<file path="src/rtl/vec_chunk_packer_if.sv">
// Byte stream in, chunk write port out, plus credit return and status flags
// for the VecFIFO producer-side packer.
interface vec_chunk_packer_if #(
  parameter int BytesPerWrite = 2
);
  logic                          in_valid;
  logic [7:0]                    in_data;
  logic                          in_last;
  logic                          in_ready;
  logic                          wr_en;
  logic [BytesPerWrite-1:0][7:0] wr_data;
  logic                          credit_return;
  logic                          out_vector_valid;
  logic                          err_len;
  logic                          err_credit;

  modport master (
    output in_valid,
    output in_data,
    output in_last,
    output credit_return,
    input  in_ready,
    input  wr_en,
    input  wr_data,
    input  out_vector_valid,
    input  err_len,
    input  err_credit
  );

  modport slave (
    input  in_valid,
    input  in_data,
    input  in_last,
    input  credit_return,
    output in_ready,
    output wr_en,
    output wr_data,
    output out_vector_valid,
    output err_len,
    output err_credit
  );
endinterface

</file>
<file path="src/rtl/vec_chunk_packer.sv">
// Packs an int8 element stream into FIFO write chunks, gated by byte
// credits returned from the consumer; flags vector ends and misuse.
module vec_chunk_packer #(
  parameter int VecElements   = 8,
  parameter int BytesPerWrite = 2,
  parameter int CapacityBytes = 32,
  parameter int ReturnBytes   = 4
) (
  input logic clk_in,
  input logic rst_in,
  vec_chunk_packer_if.slave bus
);
  localparam int CW = $clog2(CapacityBytes + 1);
  localparam int BW = (BytesPerWrite > 1) ? $clog2(BytesPerWrite) : 1;
  localparam int EW = (VecElements > 1) ? $clog2(VecElements) : 1;
  localparam logic [CW:0] DEB  = (CW+1)'(BytesPerWrite);
  localparam logic [CW:0] RET  = (CW+1)'(ReturnBytes);
  localparam logic [CW:0] CAPW = (CW+1)'(CapacityBytes);

  typedef enum logic {FILL, PEND} state_e;

  state_e state_q, state_d;

  logic [BytesPerWrite-1:0][7:0] asm_q, chunk;
  logic [BytesPerWrite-1:0][7:0] wr_data_q;
  logic [BW-1:0] byte_idx_q;
  logic [EW-1:0] elem_idx_q;
  logic [CW-1:0] credit_q, credit_d;
  logic [CW:0]   sum;
  logic pend_last_q;
  logic wr_en_q, ovv_q, err_len_q, err_credit_q;

  logic accept, lane_last, elem_last, has_credit, complete;
  logic write, write_last, over;

  assign accept     = bus.in_valid && (state_q == FILL);
  assign lane_last  = byte_idx_q == BW'(BytesPerWrite - 1);
  assign elem_last  = elem_idx_q == EW'(VecElements - 1);
  assign has_credit = credit_q >= CW'(BytesPerWrite);
  assign complete   = accept && lane_last;

  always_ff @(posedge clk_in) begin
    if (!rst_in) state_q <= FILL;
    else         state_q <= state_d;
  end

  always_comb begin
    state_d = state_q;
    unique case (state_q)
      FILL: if (complete && !has_credit) state_d = PEND;
      PEND: if (has_credit) state_d = FILL;
      default: state_d = FILL;
    endcase
  end

  always_comb begin
    write      = 1'b0;
    write_last = 1'b0;
    unique case (1'b1)
      (state_q == FILL): begin
        write      = complete && has_credit;
        write_last = elem_last;
      end
      (state_q == PEND): begin
        write      = has_credit;
        write_last = pend_last_q;
      end
      default: ;
    endcase
  end

  // Chunk as it will look once this cycle's byte lands in its lane.
  always_comb begin
    chunk = asm_q;
    if (accept) chunk[byte_idx_q] = bus.in_data;
  end

  always_comb begin
    sum = {1'b0, credit_q}
        - (write ? DEB : '0)
        + (bus.credit_return ? RET : '0);
    over     = sum > CAPW;
    credit_d = over ? CW'(CapacityBytes) : sum[CW-1:0];
  end

  always_ff @(posedge clk_in) begin
    if (!rst_in) begin
      asm_q        <= '0;
      byte_idx_q   <= '0;
      elem_idx_q   <= '0;
      credit_q     <= CW'(CapacityBytes);
      pend_last_q  <= 1'b0;
      wr_en_q      <= 1'b0;
      wr_data_q    <= '0;
      ovv_q        <= 1'b0;
      err_len_q    <= 1'b0;
      err_credit_q <= 1'b0;
    end else begin
      if (accept) begin
        asm_q      <= chunk;
        byte_idx_q <= lane_last ? '0 : byte_idx_q + BW'(1);
        elem_idx_q <= elem_last ? '0 : elem_idx_q + EW'(1);
        if (bus.in_last != elem_last) err_len_q <= 1'b1;
      end
      if (complete) pend_last_q <= elem_last;
      wr_en_q <= write;
      if (write) wr_data_q <= (state_q == PEND) ? asm_q : chunk;
      ovv_q    <= write && write_last;
      credit_q <= credit_d;
      if (over) err_credit_q <= 1'b1;
    end
  end

  assign bus.in_ready         = (state_q == FILL);
  assign bus.wr_en            = wr_en_q;
  assign bus.wr_data          = wr_data_q;
  assign bus.out_vector_valid = ovv_q;
  assign bus.err_len          = err_len_q;
  assign bus.err_credit       = err_credit_q;
endmodule

</file>
<file path="src/flat_wrapper.sv">
// flat-port wrapper written by rule: the top's interface ports become plain ports
module vec_chunk_packer_flat 
#(
  parameter int VecElements   = 8,
  parameter int BytesPerWrite = 2,
  parameter int CapacityBytes = 32,
  parameter int ReturnBytes   = 4
)
  (clk_in, rst_in, bus_in_valid, bus_in_data, bus_in_last, bus_credit_return, bus_in_ready, bus_wr_en, bus_wr_data, bus_out_vector_valid, bus_err_len, bus_err_credit);
  vec_chunk_packer_if #(.BytesPerWrite(BytesPerWrite)) bus_i ();
  input logic clk_in;
  input logic rst_in;
  input wire logic [$bits(bus_i.in_valid)-1:0] bus_in_valid;
  input wire logic [$bits(bus_i.in_data)-1:0] bus_in_data;
  input wire logic [$bits(bus_i.in_last)-1:0] bus_in_last;
  input wire logic [$bits(bus_i.credit_return)-1:0] bus_credit_return;
  output wire logic [$bits(bus_i.in_ready)-1:0] bus_in_ready;
  output wire logic [$bits(bus_i.wr_en)-1:0] bus_wr_en;
  output wire logic [$bits(bus_i.wr_data)-1:0] bus_wr_data;
  output wire logic [$bits(bus_i.out_vector_valid)-1:0] bus_out_vector_valid;
  output wire logic [$bits(bus_i.err_len)-1:0] bus_err_len;
  output wire logic [$bits(bus_i.err_credit)-1:0] bus_err_credit;
  assign bus_i.in_valid = bus_in_valid;
  assign bus_i.in_data = bus_in_data;
  assign bus_i.in_last = bus_in_last;
  assign bus_i.credit_return = bus_credit_return;
  assign bus_in_ready = bus_i.in_ready;
  assign bus_wr_en = bus_i.wr_en;
  assign bus_wr_data = bus_i.wr_data;
  assign bus_out_vector_valid = bus_i.out_vector_valid;
  assign bus_err_len = bus_i.err_len;
  assign bus_err_credit = bus_i.err_credit;
  vec_chunk_packer #(.VecElements(VecElements), .BytesPerWrite(BytesPerWrite), .CapacityBytes(CapacityBytes), .ReturnBytes(ReturnBytes)) u_core (.clk_in(clk_in), .rst_in(rst_in), .bus(bus_i));
endmodule
</file>
<file path="config.mk">
export PLATFORM = sky130hd
export DESIGN_NAME = vec_chunk_packer_flat
export DESIGN_NICKNAME = d
export VERILOG_FILES = /design/src/rtl/vec_chunk_packer_if.sv /design/src/rtl/vec_chunk_packer.sv /design/src/flat_wrapper.sv
export SDC_FILE = /design/constraint.sdc
export NUM_CORES = 1
export LEC_CHECK = 0
export CAP_MARGIN = 20
export CORE_MARGIN = 4
export CORE_UTILIZATION = 52
export DETAILED_ROUTE_END_ITERATION = 12
export PLACE_DENSITY = 0.88
export SYNTH_ARGS = -nofsm -noshare
export SYNTH_HDL_FRONTEND = slang
export SYNTH_SLANG_ARGS = --single-unit
</file>
<file path="constraint.sdc">
create_clock -name clk_in -period 5.1 [get_ports clk_in]
set_input_delay 0.765 -clock clk_in [delete_from_list [all_inputs] [get_ports clk_in]]
set_output_delay 0.765 -clock clk_in [all_outputs]
set_load 0.01 [all_outputs]
</file>
# Yosys cells after proc, flatten, opt, wreduce, memory -nomap -nowiden
# Index checks and enable logic that the tools add are counted.
dict set report totals {
  reg_bits 48
  out_inout_bits 21
}
dict set report classes {
  add_sub_neg 4
  n_lt_le_gt_ge 4
  n_eq_ne 2
  n_mux 14
  bitwise 2
  n_reduce_logical 9
}
# op count
set ops {}
lappend ops {{$mux W16} 2}
lappend ops {{$bwmux W16} 1}
lappend ops {{$demux W8 S1} 1}
lappend ops {{$mux W8} 1}
lappend ops {{$add A7 B7 Y7} 1}
lappend ops {{$gt A7 B6 Y1 const B} 1}
lappend ops {{$sub A6 B7 Y7} 1}
lappend ops {{$ge A6 B2 Y1 const B} 1}
lappend ops {{$logic_and A1 B1 Y1} 6}
lappend ops {{$mux W3} 2}
lappend ops {{$pmux W1 S2} 3}
lappend ops {{$add A3 B1 Y3 const B} 1}
lappend ops {{$eq A3 B3 Y1 const B} 1}
lappend ops {{$mux W1} 3}
lappend ops {{$lt A1 B2 Y1 const B} 1}
lappend ops {{$mux W2} 1}
lappend ops {{$not A1 Y1} 2}
lappend ops {{$reduce_and A2 Y1} 1}
lappend ops {{$reduce_or A2 Y1} 1}
lappend ops {{$add A1 B1 Y1 const B} 1}
lappend ops {{$ge A1 B1 Y1 const B} 1}
lappend ops {{$logic_not A1 Y1} 1}
lappend ops {{$ne A1 B1 Y1} 1}

# Longest topological paths before layout
dict set report depth {
  ltp_word 10
  ltp_mapped 13
  depth_no_buf 11
}

# Worst setup path before layout
# Ideal clock, no wire load.
dict set report synth_timing {
  kind {register to register}
  from {register u_core.credit_q[5]}
  to {register u_core.credit_q[5]}
  setup_time_ns 0.123
  arrival_ns 3.045
  path_slack_ns 1.931
  stages_incl_launch_ff 14
  path_buffers 2
  cell_sequence {dfxtp_1 > inv_1 > ha_1 > or4b_4 > buf_6 > o21a_1 > buf_6 > clkinv_4 > ha_1 > fa_1 > nand3_1 > a21oi_1 > or3b_2 > or2_2}
}
dict set report synth_between {
  elab_chain_len 8
}
# item line_no
set synth_lines {}
lappend synth_lines {{from (decl)} vec_chunk_packer.sv:28} ;# logic [CW-1:0] credit_q, credit_d;
lappend synth_lines {{from (signal assigned)} vec_chunk_packer.sv:91} ;# credit_q <= CW'(CapacityBytes);
lappend synth_lines {{from (signal assigned)} vec_chunk_packer.sv:109} ;# credit_q <= credit_d;
lappend synth_lines {{$ge A6 B2 Y1} vec_chunk_packer.sv:39} ;# assign has_credit = credit_q >= CW'(BytesPerWrite);
lappend synth_lines {{$logic_and A1 B1 Y1} vec_chunk_packer.sv:61} ;# write = complete && has_credit;
lappend synth_lines {{$pmux W1 S2} vec_chunk_packer.sv:59} ;# unique case (1'b1)
lappend synth_lines {{$mux W2} vec_chunk_packer.sv:80} ;# - (write ? DEB : '0)
lappend synth_lines {{$sub A6 B7 Y7 *} vec_chunk_packer.sv:80}
lappend synth_lines {{$add A7 B7 Y7 *} vec_chunk_packer.sv:81} ;# + (bus.credit_return ? RET : '0);
lappend synth_lines {{$gt A7 B6 Y1} vec_chunk_packer.sv:82} ;# over = sum > CAPW;
lappend synth_lines {{$reduce_or A2 Y1 (no line)} --}
# Every way passes the cells marked *; elsewhere a longest branch is shown, timed or not.
# A chain may end at the register's enable or synchronous reset.

# Worst setup path after layout
dict set report layout_timing {
  from {input port bus_in_valid}
  to {register u_core.credit_q[5]}
}
dict set report layout_between {
  elab_chain_len 9
}
# item line_no
set layout_lines {}
lappend layout_lines {{from (decl)} flat_wrapper.sv:13} ;# input wire logic [$bits(bus_i.in_valid)-1:0] bus_in_valid;
lappend layout_lines {{$logic_and A1 B1 Y1 *} vec_chunk_packer.sv:36} ;# assign accept = bus.in_valid && (state_q == FILL);
lappend layout_lines {{$logic_and A1 B1 Y1 *} vec_chunk_packer.sv:40} ;# assign complete = accept && lane_last;
lappend layout_lines {{$logic_and A1 B1 Y1 *} vec_chunk_packer.sv:61}
lappend layout_lines {{$pmux W1 S2 *} vec_chunk_packer.sv:59}
lappend layout_lines {{$mux W2 *} vec_chunk_packer.sv:80}
lappend layout_lines {{$sub A6 B7 Y7 *} vec_chunk_packer.sv:80}
lappend layout_lines {{$add A7 B7 Y7 *} vec_chunk_packer.sv:81}
lappend layout_lines {{$gt A7 B6 Y1} vec_chunk_packer.sv:82}
lappend layout_lines {{$reduce_or A2 Y1 (no line)} --}
# Marks and branches as above.

==> report_table.html <==
<table>
<tr><th>Metric</th><th>Value</th></tr>
<tr><th colspan="2">Routing</th></tr>
<tr><td>Number of remaining DRC errors</td><td>0</td></tr>
<tr><td>Detailed-route wire length</td><td>between 4000 and 5000 um</td></tr>
<tr><td>Via-per-instance ratio</td><td>5.37</td></tr>
<tr><td>Number of violations reported at the end of detailed-routing iteration 0</td><td>90</td></tr>
<tr><td>Detailed-routing iteration count for the pre-antenna-repair pass</td><td>4</td></tr>
<tr><td>Routed wire length per instance</td><td>between 10 and 15 um</td></tr>
<tr><td>Post-detailed-route count of antenna-violating nets</td><td>0</td></tr>
<tr><td>DR vias</td><td>about 1.7k</td></tr>
<tr><th colspan="2">Global routing</th></tr>
<tr><td>Vias in the first global route</td><td>1583</td></tr>
<tr><td>Global routing usage summed across all routing layers</td><td>17.6%</td></tr>
<tr><td>Maximum number of pins on one net before global-route repair</td><td>45</td></tr>
<tr><td>Wire length of the first global-routing pass</td><td>between 7000 and 8000 um</td></tr>
<tr><td>Antenna violations before repair</td><td>0</td></tr>
<tr><td>Total congestion overflow after global routing</td><td>0</td></tr>
<tr><th colspan="2">Synthesis</th></tr>
<tr><td>Yosys top cell area share</td><td>45.5%</td></tr>
<tr><td>Most common cell in the synthesized netlist</td><td>nand2_1</td></tr>
<tr><td>Sequential-to-total area share from yosys stat</td><td>between 40% and 50%</td></tr>
<tr><td>Biggest area consumer among synthesized cells</td><td>dfxtp_1</td></tr>
<tr><td>Number of enable flip-flop cells after synthesis</td><td>0</td></tr>
<tr><td>Syn Area/Cell</td><td>8.87 sq um</td></tr>
<tr><td>Total nets after synthesis</td><td>256</td></tr>
<tr><td>Summed instance area of the synthesized netlist</td><td>2070 sq um</td></tr>
<tr><td>Count of distinct cell types in the synthesized netlist</td><td>43</td></tr>
<tr><td>Commonest cells in the synthesized netlist</td><td>nand2_1 (49), dfxtp_1 (47), a21boi_0 (19)</td></tr>
<tr><td>Predominant post-synthesis flop cell</td><td>dfxtp_1</td></tr>
<tr><td>Async set-or-reset flop fraction in the synthesized netlist</td><td>0%</td></tr>
<tr><td>Number of instances in the synthesized netlist</td><td>233</td></tr>
<tr><td>Synthesized flop and latch total</td><td>47</td></tr>
<tr><td>Ys Warns</td><td>0</td></tr>
<tr><td>Largest cells by area after synthesis</td><td>dfxtp_1 (46%), nand2_1 (8.9%), a21boi_0 (6.9%)</td></tr>
<tr><th colspan="2">Clock tree</th></tr>
<tr><td>Insertion delay of the later-clocked pin in the worst-skew pair</td><td>0.30 ns</td></tr>
<tr><td>Number of buffers added for setup after CTS</td><td>0</td></tr>
<tr><td>Clock tree root driver cell</td><td>clkbuf_8</td></tr>
<tr><td>Number of H-tree levels</td><td>2</td></tr>
<tr><td>Hold-fix buffer count after cts</td><td>0</td></tr>
<tr><td>Post-cts resize count</td><td>0</td></tr>
<tr><td>Number of clock buffers inserted by TritonCTS</td><td>5</td></tr>
<tr><td>Clock tree from TritonCTS</td><td>yes</td></tr>
<tr><td>Clock sink count</td><td>47</td></tr>
<tr><td>Clock-pin transition on the worst setup and hold timing paths</td><td>0.09 ns</td></tr>
<tr><td>Maximum root-to-sink buffer count</td><td>2</td></tr>
<tr><th colspan="2">Setup path</th></tr>
<tr><td>Cell with the largest stage delay on the worst path</td><td>or3b_2</td></tr>
<tr><td>Cell class contributing the biggest share of worst-path delay</td><td>simple AND/OR/NAND/NOR gates</td></tr>
<tr><td>Largest fanout on the critical path</td><td>11</td></tr>
<tr><td>Critical path arrival</td><td>3.81 ns</td></tr>
<tr><td>Critical path startpoint category</td><td>input port</td></tr>
<tr><td>Type of the worst setup path</td><td>in2reg</td></tr>
<tr><td>Buf/Inv on CP</td><td>2</td></tr>
<tr><td>Required time at the worst-slack endpoint</td><td>5.29 ns</td></tr>
<tr><td>Category of the worst setup path capture point</td><td>flip-flop</td></tr>
<tr><td>Slowest stage delay, CP</td><td>0.53 ns</td></tr>
<tr><td>Critical path, cell by cell</td><td>clkdlybuf4s50_1, and3b_1, o21a_1, clkinv_4, ha_1, fa_1, nand3_1, a21oi_1, or3b_2, or2_2</td></tr>
<tr><th colspan="2">Timing</th></tr>
<tr><td>Hold slack final</td><td>0.452 ns</td></tr>
<tr><td>Post-Route Skew</td><td>0.00950 ns</td></tr>
<tr><td>Setup total negative slack</td><td>0 ns</td></tr>
<tr><td>Final critical delay including setup and external delays</td><td>3.62 ns</td></tr>
<tr><td>Highest Clock Rate</td><td>roughly 280 MHz</td></tr>
<tr><td>Pin slew with the least headroom to its limit</td><td>0.559 ns</td></tr>
<tr><td>Count of endpoints failing hold in the final timing report</td><td>0</td></tr>
<tr><td>Pins over their slew limit</td><td>0</td></tr>
<tr><td>Unrepaired setup endpoints after global routing</td><td>no</td></tr>
<tr><td>Final setup violation count</td><td>0</td></tr>
<tr><td>Share of the clock period used by the worst path after layout</td><td>70.9%</td></tr>
<tr><td>Worst slew slack as a fraction of its limit</td><td>62.6%</td></tr>
<tr><th colspan="2">Floorplan</th></tr>
<tr><td>Starting density of the core</td><td>a little under three fifths</td></tr>
<tr><td>Die extent in x</td><td>between 70 and 80 um</td></tr>
<tr><td>DIE AREA</td><td>5050 sq um</td></tr>
<tr><td>Overall die height</td><td>a little over 70 um</td></tr>
<tr><td>IO Pins</td><td>34</td></tr>
<tr><td>Core footprint</td><td>3740 sq um</td></tr>
<tr><td>Number of placement rows</td><td>22</td></tr>
<tr><th colspan="2">Placement</th></tr>
<tr><td>HPWL reported at the end of detailed placement</td><td>2940 um</td></tr>
<tr><td>Post-detailed-placement cell area</td><td>roughly 2400 sq um</td></tr>
<tr><td>GP Congestion</td><td>about 0.86</td></tr>
<tr><td>IO buf count</td><td>33</td></tr>
<tr><th colspan="2">Pwr</th></tr>
<tr><td>Power per Cell Area</td><td>~400 nW/um^2</td></tr>
<tr><td>Leakage power of the design</td><td>around 0.94 nW</td></tr>
<tr><td>Peak supply drop</td><td>0.000321 V</td></tr>
<tr><th colspan="2">Run status</th></tr>
<tr><td>Outcome</td><td>finished clean</td></tr>
<tr><th colspan="2">Layout</th></tr>
<tr><td>Area Growth Syn to Fin</td><td>21.1%</td></tr>
<tr><td>Total area of sequential cells</td><td>941 sq um</td></tr>
<tr><td>Number of fill cells</td><td>319</td></tr>
<tr><td>Cell area after layout</td><td>2500 sq um</td></tr>
<tr><td>Combined area of the multi-input logic cells</td><td>1020 sq um</td></tr>
<tr><td>Antenna diode instance count</td><td>0</td></tr>
<tr><td>NumNets Final</td><td>287</td></tr>
<tr><td>Proportion of layout cells with a drive suffix above 1</td><td>7.17%</td></tr>
<tr><th colspan="2">Job</th></tr>
<tr><td>Number of violations of the max-capacitance limit</td><td>0</td></tr>
<tr><th colspan="2">Worst hold path</th></tr>
<tr><td>Tightest Hold Check Type</td><td>reg2reg</td></tr>
</table>
==> worst reg2reg max path, delay by kind of cell, from the launching register on <==
kind | cells | cell delay, ns
simple gates | 4 | 1.47
fa+ha+maj | 3 | 0.90
flops | 1 | 0.33
compound gates | 2 | 0.26
buf+inv | 2 | 0.19
==> flip-flops by register name (all words and copies together), names as in the netlist, 3 cells and up <==
register	flops
u_core.asm_q	16
u_core.bus.wr_data	16
u_core.credit_q	5
u_core.elem_idx_q	3
==> layout by cell type, fill, tap and decap left out, types with 2 or more instances in the layout <==
cell,n
nand2_1,49
dfxtp_1,47
clkdlybuf4s50_1,33
a21boi_0,19
a21oi_1,13
o21ai_0,12
ha_1,9
inv_1,8
a21boi_1,8
o22ai_1,8
o21ai_1,7
clkbuf_8,6
nor2b_1,4
nor2_1,3
nor3b_1,3
nor3_1,3
o21a_1,2
clkinv_4,2
or2_2,2
nand3_1,2
buf_4,2
==> layer usage <==
layer | part of all wire, % | vias up | GRT usage, %
met4 | 1.2 | 0 | 5.43
met5 | 0 | - | 0
met2 | 46 | 52 | 27.1
met3 | 6.2 | 4 | 4.97
met1 | 47 | 764 | 24.0
li1 | - | 862 | -
==> metrics by stage <==
| stage | util (%) | worst slack (ns) | std cells | power (mW) |
|---|---|---|---|---|
| floorplan | - | 1.93 | 233 | 0.694 |
| global placement | 64.2 | 1.21 | 305 | 0.777 |
| detailed placement | 64.2 | 1.17 | 305 | 0.789 |
| CTS | 66.9 | 1.49 | 313 | 1.03 |
| global route | 66.9 | 1.35 | 313 | 1.08 |
| finish | 66.9 | 1.48 | 313 | 1.02 |
==> cells by family (layout without fill, tap and decap cells) <==
| logic type | after synthesis | after routing | share of synthesized area, % |
|---|---|---|---|
| compound gates | 73 | 73 | 22.3 |
| xor+xnor | 2 | 2 | 0.848 |
| fa+ha+maj | 10 | 10 | 6.42 |
| buf+inv | 21 | 53 | 5.33 |
| flops | 47 | 47 | 45.5 |
| mux | 1 | 1 | 0.484 |
| simple gates | 79 | 79 | 19.1 |
==> report_power, final <==
group          leakage, nW  switching, mW  internal [mW]  total (mW)
clock               0.0474          0.126          0.111       0.237
sequential           0.383         0.0227          0.406       0.428
combinational        0.506          0.192          0.165       0.356
total                0.937          0.341          0.681        1.02
==> layout make-up <==
class                   instances  share of cell area, %
multi-input cells             165                   40.6
flip-flops and latches         47                   37.6
clock buffers                   6                   3.30
repair buffers                 35                   13.8
well taps                      48                   2.40
inverters                      10                   1.70
clock inverters                 2                  0.650
==> worst paths after layout <==
path	slack, ns	cells after the start	startpoint	endpoint
hold / removal	0.45	2	u_core.asm_q[2]	u_core.bus.wr_data[2]
setup / recovery	1.48	10	bus_in_valid	u_core.credit_q[5]
hold reg to reg	0.45	2	u_core.asm_q[2]	u_core.bus.wr_data[2]
setup reg to reg	1.85	11	u_core.credit_q[5]	u_core.credit_q[5]
No activity file was read; power rests on OpenSTA's default activity.
